## src/rtl/timer_share_scheduler.sv

```systemverilog
// Round-robin APB write master that time-shares one system_timer between N_CLIENTS one-shot delay requesters.
// Optional feature: define TIMER_SHARE_CANCEL_EN to let an owner abort its pending delay by dropping req.
module timer_share_scheduler #(
  parameter int N_CLIENTS  = 4,
  parameter int DATA_WIDTH = 32,
  parameter int PRESC_EN   = 0,
  parameter int PRESC_DIV  = 0
) (
  input  logic                            PCLK,
  input  logic                            PRESETn,
  input  logic [N_CLIENTS-1:0]            req,
  input  logic [N_CLIENTS*DATA_WIDTH-1:0] delay,
  output logic [N_CLIENTS-1:0]            done,
  output logic                            busy,
  output logic [2:0]                      owner,
  output logic                            PSEL,
  output logic                            PENABLE,
  output logic                            PWRITE,
  output logic [3:0]                      PADDR,
  output logic [DATA_WIDTH-1:0]           PWDATA,
  input  logic                            PREADY,
  input  logic                            INTR
);

  localparam logic [3:0]  ADDR_CTRL   = 4'h0;
  localparam logic [3:0]  ADDR_LOAD   = 4'h4;
  localparam logic [3:0]  ADDR_STATUS = 4'hC;
  localparam logic [7:0]  DIV8        = 8'(PRESC_DIV);
  localparam logic [31:0] CTRL_WORD   = {16'h0, DIV8, 5'b0, (PRESC_EN != 0), 1'b0, 1'b1};
  localparam logic [31:0] STATUS_WORD = 32'h5;

  typedef enum logic [3:0] {
    IDLE, LOAD_S, LOAD_A, CTRL_S, CTRL_A, WAIT, CLR_S, CLR_A, DONE
`ifdef TIMER_SHARE_CANCEL_EN
    , STOP_S, STOP_A
`endif
  } state_t;

  state_t                  state, state_nxt;
  logic [2:0]              owner_q, rr_last, grant_idx;
  logic                    grant_found;
  logic [DATA_WIDTH-1:0]   dly_q;
  logic [7:0]              req_pad;
  logic [DATA_WIDTH-1:0]   dly_arr [8];
  logic                    psel, penable;
  logic [3:0]              paddr;
  logic [DATA_WIDTH-1:0]   pwdata;
`ifdef TIMER_SHARE_CANCEL_EN
  logic                    cancel_q;
`endif

  // Pad the client vectors to 8 entries so a 3-bit index always selects in range.
  assign req_pad = 8'(req);

  for (genvar g = 0; g < 8; g++) begin : g_dly
    if (g < N_CLIENTS) begin : g_used
      assign dly_arr[g] = delay[g*DATA_WIDTH +: DATA_WIDTH];
    end else begin : g_unused
      assign dly_arr[g] = '0;
    end
  end

  always_comb begin
    logic [3:0] sum;
    grant_found = 1'b0;
    grant_idx   = '0;
    sum         = '0;
    for (int k = 1; k <= N_CLIENTS; k++) begin
      sum = {1'b0, rr_last} + 4'(k);
      if (sum >= 4'(N_CLIENTS)) sum = sum - 4'(N_CLIENTS);
      if (!grant_found && req_pad[sum[2:0]]) begin
        grant_found = 1'b1;
        grant_idx   = sum[2:0];
      end
    end
  end

  always_comb begin
    state_nxt = state;
    psel      = 1'b0;
    penable   = 1'b0;
    paddr     = '0;
    pwdata    = '0;
    case (state)
      IDLE:   if (grant_found) state_nxt = LOAD_S;
      LOAD_S: begin
        psel = 1'b1; paddr = ADDR_LOAD; pwdata = dly_q;
        state_nxt = LOAD_A;
      end
      LOAD_A: begin
        psel = 1'b1; penable = 1'b1; paddr = ADDR_LOAD; pwdata = dly_q;
        if (PREADY) state_nxt = CTRL_S;
      end
      CTRL_S: begin
        psel = 1'b1; paddr = ADDR_CTRL; pwdata = DATA_WIDTH'(CTRL_WORD);
        state_nxt = CTRL_A;
      end
      CTRL_A: begin
        psel = 1'b1; penable = 1'b1; paddr = ADDR_CTRL; pwdata = DATA_WIDTH'(CTRL_WORD);
        if (PREADY) state_nxt = WAIT;
      end
      // A timeout in the same cycle as a cancel still completes normally.
      WAIT: begin
        if (INTR) state_nxt = CLR_S;
`ifdef TIMER_SHARE_CANCEL_EN
        else if (!req_pad[owner_q]) state_nxt = STOP_S;
`endif
      end
      CLR_S: begin
        psel = 1'b1; paddr = ADDR_STATUS; pwdata = DATA_WIDTH'(STATUS_WORD);
        state_nxt = CLR_A;
      end
      CLR_A: begin
        psel = 1'b1; penable = 1'b1; paddr = ADDR_STATUS; pwdata = DATA_WIDTH'(STATUS_WORD);
`ifdef TIMER_SHARE_CANCEL_EN
        if (PREADY) state_nxt = cancel_q ? IDLE : DONE;
`else
        if (PREADY) state_nxt = DONE;
`endif
      end
      DONE:   state_nxt = IDLE;
`ifdef TIMER_SHARE_CANCEL_EN
      STOP_S: begin
        psel = 1'b1; paddr = ADDR_CTRL;
        state_nxt = STOP_A;
      end
      STOP_A: begin
        psel = 1'b1; penable = 1'b1; paddr = ADDR_CTRL;
        if (PREADY) state_nxt = CLR_S;
      end
`endif
      default: state_nxt = IDLE;
    endcase
  end

  // The delay is captured at grant so the timer sees a stable LOAD value.
  always_ff @(posedge PCLK or negedge PRESETn) begin
    if (!PRESETn) begin
      state   <= IDLE;
      owner_q <= '0;
      rr_last <= 3'(N_CLIENTS - 1);
      dly_q   <= '0;
`ifdef TIMER_SHARE_CANCEL_EN
      cancel_q <= 1'b0;
`endif
    end else begin
      state <= state_nxt;
      if (state == IDLE && grant_found) begin
        owner_q <= grant_idx;
        rr_last <= grant_idx;
        dly_q   <= dly_arr[grant_idx];
`ifdef TIMER_SHARE_CANCEL_EN
        cancel_q <= 1'b0;
`endif
      end
`ifdef TIMER_SHARE_CANCEL_EN
      if (state == WAIT && state_nxt == STOP_S) cancel_q <= 1'b1;
`endif
    end
  end

  assign PSEL    = psel;
  assign PENABLE = penable;
  assign PWRITE  = psel;
  assign PADDR   = paddr;
  assign PWDATA  = pwdata;
  assign busy    = (state != IDLE);
  assign owner   = owner_q;
  assign done    = (state == DONE) ? N_CLIENTS'(8'b1 << owner_q) : '0;

endmodule

```

## config.mk

```make
export PLATFORM = sky130hd
export DESIGN_NAME = timer_share_scheduler
export DESIGN_NICKNAME = d
export VERILOG_FILES = /design/src/rtl/timer_share_scheduler.sv
export SDC_FILE = /design/constraint.sdc
export NUM_CORES = 1
export LEC_CHECK = 0
export BUFFER_PORTS_ARGS = -buffer_cell sky130_fd_sc_hd__buf_4
export CAP_MARGIN = 30
export CORE_MARGIN = 2
export CORE_UTILIZATION = 47
export CTS_BUF_LIST = sky130_fd_sc_hd__clkbuf_4
export CTS_CLUSTER_DIAMETER = 40
export DETAILED_ROUTE_END_ITERATION = 7
export GPL_ROUTABILITY_DRIVEN = 0
export MAX_ROUTING_LAYER = met4
export PLACE_DENSITY = 0.83
export SETUP_SLACK_MARGIN = 0.1
export SLEW_MARGIN = 20
export SYNTH_ARGS = -nofsm -noshare
export SYNTH_HDL_FRONTEND = slang
export SYNTH_SLANG_ARGS = --single-unit
```

## constraint.sdc

```tcl
create_clock -name PCLK -period 3.5 [get_ports PCLK]
set_clock_uncertainty 0.05 [all_clocks]
set_input_delay 0.35 -clock PCLK [delete_from_list [all_inputs] [get_ports PCLK]]
set_output_delay 0.35 -clock PCLK [all_outputs]
set_load 0.05 [all_outputs]
```

; ---- Word level (Yosys, flattened, before mapping)
; Index checks and enable logic that the tools add are counted.
[totals]
input_bits = 136
reg_bits = 42
[classes]
addsub = 8
n_mux = 34
n_shift = 1
eq_ne = 13
bitwise = 1
order_cmp = 9
reduce_logical = 15
[ops]
columns = cell, n
row1 = $bmux W32 S3, 1
row2 = $pmux W32 S3, 1
row3 = $mux W32, 2
row4 = $pmux W4 S8, 1
row5 = $mux W3, 8
row6 = $mux W4, 6
row7 = $eq A4 B3 Y1 const B, 4
row8 = $ge A4 B3 Y1 const B, 4
row9 = $lt A3 B4 Y1 const B, 4
row10 = $bmux W1 S3, 4
row11 = $sub A3 B3 Y3 const B, 4
row12 = $mux W1, 10
row13 = $ne A2 B2 Y1 const B, 5
row14 = $add A3 B2 Y4 const B, 2
row15 = $eq A4 B2 Y1 const B, 2
row16 = $pmux W4 S2, 1
row17 = $reduce_or A2 Y1, 3
row18 = $reduce_or A6 Y1, 1
row19 = $reduce_and A5 Y1, 1
row20 = $add A3 B1 Y4 const B, 1
row21 = $add A3 B3 Y4 const B, 1
row22 = $eq A4 B1 Y1 const B, 1
row23 = $eq A4 B4 Y1 const B, 1
row24 = $ge A4 B4 Y1 const B, 1
row25 = other kinds (7), 12

; ---- Depth between registers and ports, before layout
[logic_depth]
word_depth = 19
depth_mapped = 12

; ---- Worst setup path before layout
; Ideal clock, no wire load.
[synth_path]
path_type = register to register
from = reg rr_last[0]
to = reg dly_q[20]
arrival_ns = 2.703
path_stages_with_launch = 12
setup_slack_ns = 0.660
path_buffers = 2
period_less_slack_ns = 2.840
path_cell_list = dfstp_2 > buf_4 > inv_1 > ha_1 > nand3b_1 > a32oi_1 > mux2i_1 > o311a_1 > nor2_1 > buf_2 > mux2_2 > o211ai_1
[synth_between]
elab_chain_cells = 19
word_cells_on_any_way = 43
[synth_rtl]
columns = item, line_no
row1 = start: declaration, 40  ; logic [2:0] owner_q, rr_last, grant_idx;
row2 = start signal: assignment, 141  ; rr_last <= 3'(N_CLIENTS - 1);
row3 = start signal: assignment, 150  ; rr_last <= grant_idx;
row4 = $add A3 B1 Y4, 69  ; sum = {1'b0, rr_last} + 4'(k);
row5 = $ge A4 B3 Y1 / $sub A3 B3 Y3 (equally long branches), 70  ; if (sum >= 4'(N_CLIENTS)) sum = sum - 4'(N_CLIENTS);
row6 = $mux W3, 70
row7 = $bmux W1 S3, 71  ; if (!grant_found && req_pad[sum[2:0]]) begin
row8 = $mux W1 (implied by the code), 71
row9 = $mux W1, 71
row10 = $logic_not A1 Y1, 71
row11 = $logic_and A1 B1 Y1, 71
row12 = (+2 left out), --
row13 = $logic_and A1 B1 Y1, 71
row14 = $mux W1, 71
row15 = $logic_not A1 Y1, 71
row16 = $logic_and A1 B1 Y1, 71
row17 = $mux W3, 71
row18 = $not A3 Y4 (implied by the code), 151  ; dly_q <= dly_arr[grant_idx];
row19 = $bmux W32 S3, 151
row20 = $mux W32 (implied by the code) (2 in a row), 151
row21 = end signal: assignment, 151
row22 = end: declaration, 42  ; logic [DATA_WIDTH-1:0] dly_q;
; Parallel ways exist; a longest one is shown, timed or not. The select of a mux whose other input is x is not followed.
; A chain may end at the register's enable or synchronous reset.

; ---- Worst setup path in the final report
[layout_path]
from = reg rr_last[1]
to = reg dly_q[19]
; The elaborated chain is that of the path after synthesis.

==> summary.txt <==
Synthesis
  • Top cell type's share of synthesized area: 0.2819
  • Dominant synthesized flop cell: dfrtp_1
  • Most area-consuming cells after synthesis: dfrtp_1 28%, mux2_2 11%, mux2i_1 10%
  • Post-synth top area cell: dfrtp_1
  • Async SR Flop Fraction: 1.000
  • Mean Syn Cell Area: 8.485 um2
  • Post-synth EDFFs: 0
  • Synth Warn #: 0
  • Gate Count Post-Synth: 408
  • Yosys cell types: 49
  • Sequential area share after synthesis: 0.2971
  • Synth Register Bits: 41
  • Cell Area, Synth: 3462 um2

Clocking
  • CTS Buffer Depth: 2
  • Clock Tree Root: clkbuf_4
  • H-tree depth: 2
  • CTS Buf Count: 5
  • CTS tree: built
  • Post_cts resized: 0
  • Clock sinks: 41
  • Reg clk slew, reported paths: 0.12 ns
  • Worst-Skew Late Latency: around 0.35 ns

Timing
  • Fin crit period: 3.173 ns
  • Worst Tran Pin Value: approximately 0.56 ns
  • Tcrit/Tclk final: 0.9065
  • Total negative slack: 0 ns
  • Relative max-transition margin: 0.6225
  • RSZ-0062 raised after global routing: false
  • Max Slew Vio Count: 0
  • Hold Vio Cnt, Final: 0
  • FMAX: 315.2 MHz
  • Final setup fails: 0

Worst hold path
  • Hold depth: 3
  • HP Class: primary input to flip-flop
  • Startpoint of the worst hold path: delay[16]
  • Hold endpoint: dly_q[16]

GRT
  • Initial antenna violation count: 0
  • Total Routing Usage GR: 0.2627
  • First-pass GRT wire length: 17.05 mm
  • Number of global-route vias before repair: 3,653
  • Total gr overflow: 0
  • Largest net degree at the start of global routing: 66

Routing
  • Post-route ant nets: 0
  • Highest metal used: met4
  • Avg Vias per Cell: 5.570
  • DRC: 0
  • DR WL met3: between 500 and 600 um
  • Wire per inst: around 16 um
  • Initial drt markers: 172
  • TritonRoute pass-1 iters: 5
  • Routed length on met1: 4.527 mm
  • Vias: roughly 3,700
  • Routed wl met2: 5.546 mm
  • Final Routed Wirelength: 10.76 mm

Floorplan
  • Core area: between 7000 and 8000 um2
  • Die Ht: 89.83 um
  • Initial Utilization: 0.4825
  • # IOs: 183
  • Row count: 31
  • Die area: 8069 um2
  • DIE WIDTH: 89.83 um

Power and ir drop
  • Pwr/cell area: 940.6 nW/um2
  • Comb power frac: 0.749
  • Leak: 2.298 nW
  • Sequential Power Share: 0.194
  • Net Sw Power: 2.499 mW
  • VDD IR max: 0.7902 mV
  • Pint: between 2 and 2.5 mW
  • Clock power share: 0.057
  • Sw Share: 0.5394

Worst setup path
  • Reg2Reg Depth: 10
  • R2R Path End: dly_q[19]
  • WP data required: ~3.7 ns
  • Critical Path Start Type: flip-flop
  • FF-to-FF setup slack: ~0.33 ns
  • Type of the worst setup path: flip-flop to flip-flop
  • Critical Path AT: 3.39 ns
  • Crit. End Element: flip-flop
  • Reg-to-Reg Start: rr_last[1]
  • Crit path max fanout: 21

Placement
  • Post-DP HPWL: 7.778 mm
  • Post-DP Area: 4833 um2
  • Port-buffer cells: 180

Final layout
  • Antenna fix cells: 0
  • Fin area: 4926 um2
  • Layout cells sized above 1: 0.4343
  • Area Overhead vs Synth: 42.28%
  • Most common cell after layout, fill and taps aside: buf_4
  • Most frequent cells in the layout: 195 x buf_4, 63 x nand3_1, 45 x nand2_1
  • Final nets: between 700 and 800

Run status
  • Status: finished clean

Flow run
  • Max_cap viols: 0
-- flip-flops by register name, summed over array words and instances (netlist names) --
name	count
rr_last	2
owner	3
dly_q	32
state	4
-- power groups by stage --
stage | logic [mW] | clock network [mW] | registers (mW)
CTS | 3.44 | 0.275 | 0.910
floorplan | 2.67 | 0 | 0.845
global placement | 3.36 | 0 | 0.907
finish | 3.47 | 0.263 | 0.901
detailed placement | 3.43 | 0 | 0.922
global route | 3.70 | 0.288 | 0.936
-- worst max-delay path, stage by stage, from the launching register on --
cell and delay (ns):
dfstp_2 0.65, inv_1 0.11, ha_1 0.19, nand3b_1 0.24
a32oi_1 0.36, mux2i_1 0.16, o311a_1 0.41, or2_2 0.33
buf_4 0.25, mux2i_1 0.16, o211ai_1 0.18
-- kinds of logic after synthesis --
family | synth area share
compound gates | 0.1334
xor+xnor | 0.007591
fa+ha+maj | 0.007227
buf+inv | 0.07408
flops | 0.2971
mux | 0.2219
other cells | 0.001083
simple gates | 0.2577
-- area by class of cell --
cell class	instances	area, um2
Fill cell	596	2250
Multi-Input combinational cell	321	2205
Timing Repair Buffer	197	1494
Sequential cell	41	1028
Tap cell	99	123.9
Clock buffer	8	60.06
Inverter	4	15.01
-- worst max-delay path by stage --
stage                    start   endpoint  slack (ns)  depth (start not counted)
detailed placement  rr_last[0]  dly_q[19]        0.35                         10
floorplan           rr_last[0]  dly_q[20]        0.66                         11
CTS                 rr_last[0]  dly_q[19]        0.32                         10
global route        rr_last[1]  dly_q[10]        0.14                         10
global placement    rr_last[0]  dly_q[20]        0.51                         10
finish              rr_last[1]  dly_q[19]        0.33                         10
-- repair_timing --
item	4_1_cts	5_1_grt
endpoints found under the hold margin	39	0
hold buffers	1	0
buffers inserted	0	3
setup endpoints to repair	0	4
-- Yosys cell counts (3+ instances only) --
library cell  instances
o211ai_1             33
mux2i_1              36
mux2_2               35
dfrtp_1              39
clkbuf_1             12
and2_1               32
nand3_1              63
inv_1                 4
nor2_1               16
buf_4                 7
a21oi_1               8
nand3b_1              3
nand2b_1              5
nor2b_1               3
buf_2                19
nand2_1              45
buf_6                 4
o21ai_0               5
-- metrics by stage --
| step | util | hold slack, ns | worst slack (ns) | power [mW] | cells |
|---|---|---|---|---|---|
| after floorplan | - | 0.004409 | 0.6600 | 3.520 | 409 |
| after global placement | 0.6736 | 0.3238 | 0.5096 | 4.264 | 658 |
| after detailed placement | 0.6736 | 0.3318 | 0.3474 | 4.354 | 658 |
| after CTS | 0.6833 | 0.2267 | 0.3168 | 4.625 | 667 |
| after global routing | 0.6865 | 0.2319 | 0.1384 | 4.923 | 670 |
| final | 0.6865 | 0.2390 | 0.3273 | 4.633 | 670 |
-- per-layer routing --
metal / track usage / up-vias
met5: - / -
met4: 0.06282 / 0
met3: 0.03856 / 7
met2: 0.4470 / 148
met1: 0.3326 / 1796
li1: - / 1781
Note: power is estimated with default switching activity, not from simulation.
